`config.mk`:
```
export PLATFORM = sky130hd
export DESIGN_NAME = aes_key_schedule
export DESIGN_NICKNAME = d
export VERILOG_FILES = /design/src/rtl/aes_pkg.sv /design/src/rtl/aes_sbox.sv /design/src/rtl/aes_key_schedule.sv
export SDC_FILE = /design/constraint.sdc
export NUM_CORES = 2
export LEC_CHECK = 0
export CAP_MARGIN = 15
export CORE_ASPECT_RATIO = 0.7
export CORE_MARGIN = 2
export CORE_UTILIZATION = 35
export CTS_CLUSTER_DIAMETER = 200
export DETAILED_ROUTE_END_ITERATION = 12
export MAX_ROUTING_LAYER = met4
export PLACE_DENSITY = 0.54
export SLEW_MARGIN = 15
export SYNTH_ARGS = -nofsm -noshare
export SYNTH_HDL_FRONTEND = slang
export SYNTH_HIERARCHICAL = 1
export SYNTH_SLANG_ARGS = --single-unit
```
`constraint.sdc`:
```
create_clock -name clk -period 43.6 [get_ports clk]
set_input_delay 8.72 -clock clk [delete_from_list [all_inputs] [get_ports clk]]
set_output_delay 8.72 -clock clk [all_outputs]
set_load 0.01 [all_outputs]
```
`src/rtl/aes_pkg.sv`:
```
// Shared AES definitions: word type, round count, round-constant table and
// the FSM state encoding used by the key schedule.
package aes_pkg;

  typedef logic [31:0] word_t;

  typedef enum logic {
    ST_IDLE = 1'b0,
    ST_EMIT = 1'b1
  } state_t;

  localparam int NUM_ROUNDS = 10;

  // Indexed by round number 1..10; the unused slots keep every 4-bit index defined.
  localparam logic [7:0] RCON [0:15] = '{
    8'h00, 8'h01, 8'h02, 8'h04, 8'h08, 8'h10, 8'h20, 8'h40,
    8'h80, 8'h1b, 8'h36, 8'h00, 8'h00, 8'h00, 8'h00, 8'h00
  };

  function automatic logic [7:0] rcon_lookup(input logic [3:0] i_idx);
    return RCON[i_idx];
  endfunction

endpackage

```
`src/rtl/aes_sbox.sv`:
```
// AES forward S-box: multiplicative inverse in GF(2^8) followed by the affine map.
// Computed rather than tabulated so the substitution is correct by construction.
module aes_sbox (
  input  logic [7:0] i_in,
  output logic [7:0] o_out
);

  function automatic logic [7:0] gf_mul(input logic [7:0] i_a, input logic [7:0] i_b);
    logic [7:0] v_p;
    logic [7:0] v_a;
    v_p = 8'h00;
    v_a = i_a;
    for (int i = 0; i < 8; i++) begin
      if (i_b[i]) v_p = v_p ^ v_a;
      v_a = v_a[7] ? ({v_a[6:0], 1'b0} ^ 8'h1b) : {v_a[6:0], 1'b0};
    end
    return v_p;
  endfunction

  logic [7:0] w_x2, w_x4, w_x8, w_x16, w_x32, w_x64, w_x128;
  logic [7:0] w_inv;

  // x^254 == x^-1 for x != 0, and maps 0 to 0 as the S-box requires.
  assign w_x2   = gf_mul(i_in, i_in);
  assign w_x4   = gf_mul(w_x2, w_x2);
  assign w_x8   = gf_mul(w_x4, w_x4);
  assign w_x16  = gf_mul(w_x8, w_x8);
  assign w_x32  = gf_mul(w_x16, w_x16);
  assign w_x64  = gf_mul(w_x32, w_x32);
  assign w_x128 = gf_mul(w_x64, w_x64);
  assign w_inv  = gf_mul(gf_mul(gf_mul(w_x2, w_x4), gf_mul(w_x8, w_x16)),
                         gf_mul(gf_mul(w_x32, w_x64), w_x128));

  assign o_out = w_inv
               ^ {w_inv[6:0], w_inv[7]}
               ^ {w_inv[5:0], w_inv[7:6]}
               ^ {w_inv[4:0], w_inv[7:5]}
               ^ {w_inv[3:0], w_inv[7:4]}
               ^ 8'h63;

endmodule

```
`src/rtl/aes_key_schedule.sv`:
```
// AES-128 key expansion: accepts a cipher key, then streams round keys 0..10
// over a valid/ready interface, one round per accepted handshake.
//
// state | meaning
// IDLE  | waiting for a cipher key (key_ready = 1)
// EMIT  | presenting round key rk_round (rk_valid = 1)
module aes_key_schedule
  import aes_pkg::*;
(
  input  logic         clk,
  input  logic         rst_n,
  input  logic         key_valid,
  output logic         key_ready,
  input  logic [127:0] key,
  output logic         rk_valid,
  input  logic         rk_ready,
  output logic [127:0] rk,
  output logic [3:0]   rk_round,
  output logic         rk_last
);

  localparam logic [3:0] LAST_ROUND = 4'(NUM_ROUNDS);

  state_t       r_state;
  state_t       w_state_nxt;
  logic [127:0] r_rk;
  logic [3:0]   r_round;
  logic         w_load;
  logic         w_step;

  word_t w_w0, w_w1, w_w2, w_w3;
  word_t w_rot, w_sub, w_t;
  word_t w_n0, w_n1, w_n2, w_n3;

  assign {w_w0, w_w1, w_w2, w_w3} = r_rk;
  assign w_rot = {w_w3[23:0], w_w3[31:24]};

  for (genvar g = 0; g < 4; g++) begin : g_sub
    aes_sbox u_sbox (
      .i_in  (w_rot[8*g +: 8]),
      .o_out (w_sub[8*g +: 8])
    );
  end

  assign w_t  = w_sub ^ {rcon_lookup(r_round + 4'd1), 24'h000000};
  assign w_n0 = w_w0 ^ w_t;
  assign w_n1 = w_w1 ^ w_n0;
  assign w_n2 = w_w2 ^ w_n1;
  assign w_n3 = w_w3 ^ w_n2;

  always_comb begin
    w_state_nxt = r_state;
    w_load      = 1'b0;
    w_step      = 1'b0;
    case (r_state)
      ST_IDLE: begin
        if (key_valid) begin
          w_load      = 1'b1;
          w_state_nxt = ST_EMIT;
        end
      end
      ST_EMIT: begin
        // Key input is ignored here, so the round-10 handshake never overlaps a load.
        if (rk_ready) begin
          if (r_round == LAST_ROUND) w_state_nxt = ST_IDLE;
          else                       w_step      = 1'b1;
        end
      end
      default: w_state_nxt = ST_IDLE;
    endcase
  end

  always_ff @(posedge clk or negedge rst_n) begin
    if (!rst_n) begin
      r_state <= ST_IDLE;
      r_rk    <= '0;
      r_round <= '0;
    end else begin
      r_state <= w_state_nxt;
      if (w_load) begin
        r_rk    <= key;
        r_round <= 4'd0;
      end else if (w_step) begin
        r_rk    <= {w_n0, w_n1, w_n2, w_n3};
        r_round <= r_round + 4'd1;
      end
    end
  end

  assign key_ready = (r_state == ST_IDLE);
  assign rk_valid  = (r_state == ST_EMIT);
  assign rk        = r_rk;
  assign rk_round  = r_round;
  assign rk_last   = (r_round == LAST_ROUND);

endmodule

```
==> run_results.csv <==
group,metric,value,unit
detailed_routing,vias,63518,
detailed_routing,wire_per_inst,20.3,um
synth,synth_cell_types,105,
final_layout,n_fill_cell,19618,
floorplan,io_pins,267,
synth,syn_inst,8821,
synth,yosys_warnings,6,
worst_setup_path,critical-path-max-stage-delay,940,ps
final_layout,drive_above_1_share,0.0878,
floorplan,rows,134,
place,dp_hpwl,171000,um
cts,hold_buffers,0,
worst_setup_path,cp-start-kind,"flop",
synth,avgSynthCellArea,7.64,um2
synth,async_reset_ff_frac,1.00,
cts,cts_sinks,133,
synth,synth_flop_cell,"dfrtp_1",
grt,grt_pass1_wl,355000,um
synth,syn_area,67400,um2
cts,cts_max_level,4,
worst_setup_path,path_common_cell,"xnor2_1",
cts,cts_buffers,17,
detailed_routing,vias_per_cell,5.63,
sta,finalSetupViolCount,0,
grt,overflow,0,
cts,post_cts_buffers,0,
synth,yosys_register_bits,133,
final_layout,multi_input_area,60800,um2
synth,synth_xor_area_frac,0.456,
grt,antenna_found_initial,8,
worst_setup_path,path_class,"flop to flop",
synth,ys_top_cells_by_area,"xnor2_1, xnor3_1, nor2_1, nand2_1, dfrtp_1",
place,numPortBuffers,266,
detailed_routing,wl,228000,um
cts,cts_root_buf,"clkbuf_16",
synth,synth_top_family_by_area,"XOR/XNOR gates",
worst_setup_path,end_kind,"flop",
place,gp_congestion,0.939,
sta,worst_slew_pin_slew,1160,ps
hold_path,hp-class,"flop to flop",
cts,post_cts_resized,0,
detailed_routing,drt_iter0_drc,6674,
worst_setup_path,cp.arrival,20610,ps
final_layout,area_delta_synth_final,8.11,%
final_layout,final_cell_mix,"xnor2_1, nor2_1, nand2_1, o21ai_0, a21oi_1",
floorplan,die_y,371,um
sta,maxSlewViolCount,0,
sta,tns,0,ps
worst_setup_path,cp.required,44030,ps
floorplan,core_area,191000,um2
final_layout,num-nets-final,8916,
detailed_routing,drtAntennaViolNets,0,
synth,synth_nets,8987,
detailed_routing,drc,0,
cts,cts_tree,"built",
synth,ys_seq_area_frac,0.0494,
sta,fin_crit,20190,ps
cts,clk_pin_slew,70,ps
synth,yosys.area.top_type,"xnor2_1",
detailed_routing,dr.pass1.iters,7,
flow_run,drv_cap,0,
final_layout,regArea,3330,um2
cts,clockBufferDepth,2,
worst_setup_path,slowest_stage,"dfrtp_1",
final_layout,final_common_cell,"xnor2_1",
sta,period_share,0.463,
worst_setup_path,path_max_fanout,27,
synth,synthMuxAreaShare,0.0417,
status,status,"finished, final reports clean",
sta,max_slew_margin,0.220,
sta,rsz0062_at_grt,"false",
cts,clock_latency,530,ps
synth,synth_edf_count,0,
floorplan,dieWidth,529,um
sta,skew,19.9,ps
synth,synth_top_area_share,0.238,
synth,yosys.area_share.simple,0.208,
sta,finalHoldViolCount,0,
synth,synthAdderAreaFrac,0.00690,
floorplan,start_util,0.353,
grt,grtUsageTotal,0.231,
grt,grt_pass1_vias,58715,
sta,max_freq,49.5,MHz
grt,grt_max_degree,82,
floorplan,dieArea,196000,um2
synth,synth_compound_area_frac,0.184,
[synthesized netlist by cell type (54+ instances only)]
| library cell | instances |
|---|---|
| a211oi_1 | 85 |
| a21oi_1 | 399 |
| a221o_1 | 66 |
| a22oi_1 | 82 |
| and2_1 | 73 |
| and3_1 | 54 |
| buf_2 | 162 |
| buf_4 | 96 |
| clkbuf_1 | 284 |
| dfrtp_1 | 133 |
| inv_1 | 100 |
| mux2i_1 | 198 |
| nand2_1 | 933 |
| nand2b_1 | 82 |
| nand3_1 | 257 |
| nor2_1 | 1035 |
| nor2b_1 | 109 |
| nor3_1 | 210 |
| o211ai_1 | 88 |
| o21ai_0 | 467 |
| o221ai_1 | 60 |
| o22ai_1 | 76 |
| or3_1 | 70 |
| xnor2_1 | 1834 |
| xnor2_2 | 110 |
| xnor3_1 | 298 |
| xor2_1 | 374 |
[kinds of logic (layout without fill, tap and decap cells)]
logic type / after synthesis / count (layout)
compound gates: 1839 / 1839
xor+xnor: 2749 / 2749
fa+ha+maj: 38 / 38
buf+inv: 740 / 681
flops: 133 / 133
mux: 262 / 262
other cells: 0 / 3
simple gates: 3060 / 3060
[registers in the layout (all words and copies together) (netlist names)]
signal / cells
rk_round: 4
rk: 128
rk_valid: 1
[area by class of cell]
cell class | instances | share of cell area
clock inverters | 13 | 0.00189
flip-flops and latches | 133 | 0.0457
clock buffers | 18 | 0.00589
well taps | 2516 | 0.0432
diodes | 3 | 0.000103
inverters | 136 | 0.00700
multi-input cells | 7948 | 0.834
repair buffers | 514 | 0.0621
[through the flow]
step / setup slack, ps / std cells / cell area [um2] / utilization / hold slack, ps
after floorplan: 27480 / 8821 / 67400 / - / 570
after global placement: 24180 / 11247 / 72300 / 0.379 / 539
after detailed placement: 23780 / 11247 / 72300 / 0.379 / 534
after CTS: 23660 / 11278 / 72900 / 0.382 / 550
after global routing: 21830 / 11281 / 72900 / 0.382 / 591
final: 23410 / 11281 / 72900 / 0.382 / 545
[routing by layer]
layer	global-route usage	vias up	part of all wire
met4	0.0515	0	0.020
li1	-	30392	-
met5	-	-	0
met1	0.339	30716	0.49
met3	0.0188	171	0.061
met2	0.340	2239	0.43
[worst paths after layout]
| kind | start | endpoint | slack (ps) | cells past startpoint |
|---|---|---|---|---|
| setup reg to reg | rk[23] | rk[62] | 23410 | 57 |
| min in group asynchronous | rst_n | rk[90] | 8270 | 1 |
| hold reg to reg | rk_valid | rk_valid | 540 | 1 |
| max in group asynchronous | rst_n | rk[99] | 33810 | 2 |
| setup / recovery | rk[23] | rk[62] | 23410 | 57 |
| hold / removal | rk_valid | rk_valid | 540 | 1 |
[critical path, delay by kind of cell, from the launching register on]
family	cells	cell delay (ps)
multiplexers	3	930
AO/OA/AOI/OAI	11	2570
AND/OR/NAND/NOR	6	1210
adder cells (fa/ha/maj)	6	3160
flip-flops	1	940
buffers and inverters	5	1210
XOR/XNOR	26	10040
Power is left out: the tool's default activity adds up to more than one toggle a clock period on the data nets, which glitch-free logic cannot reach.
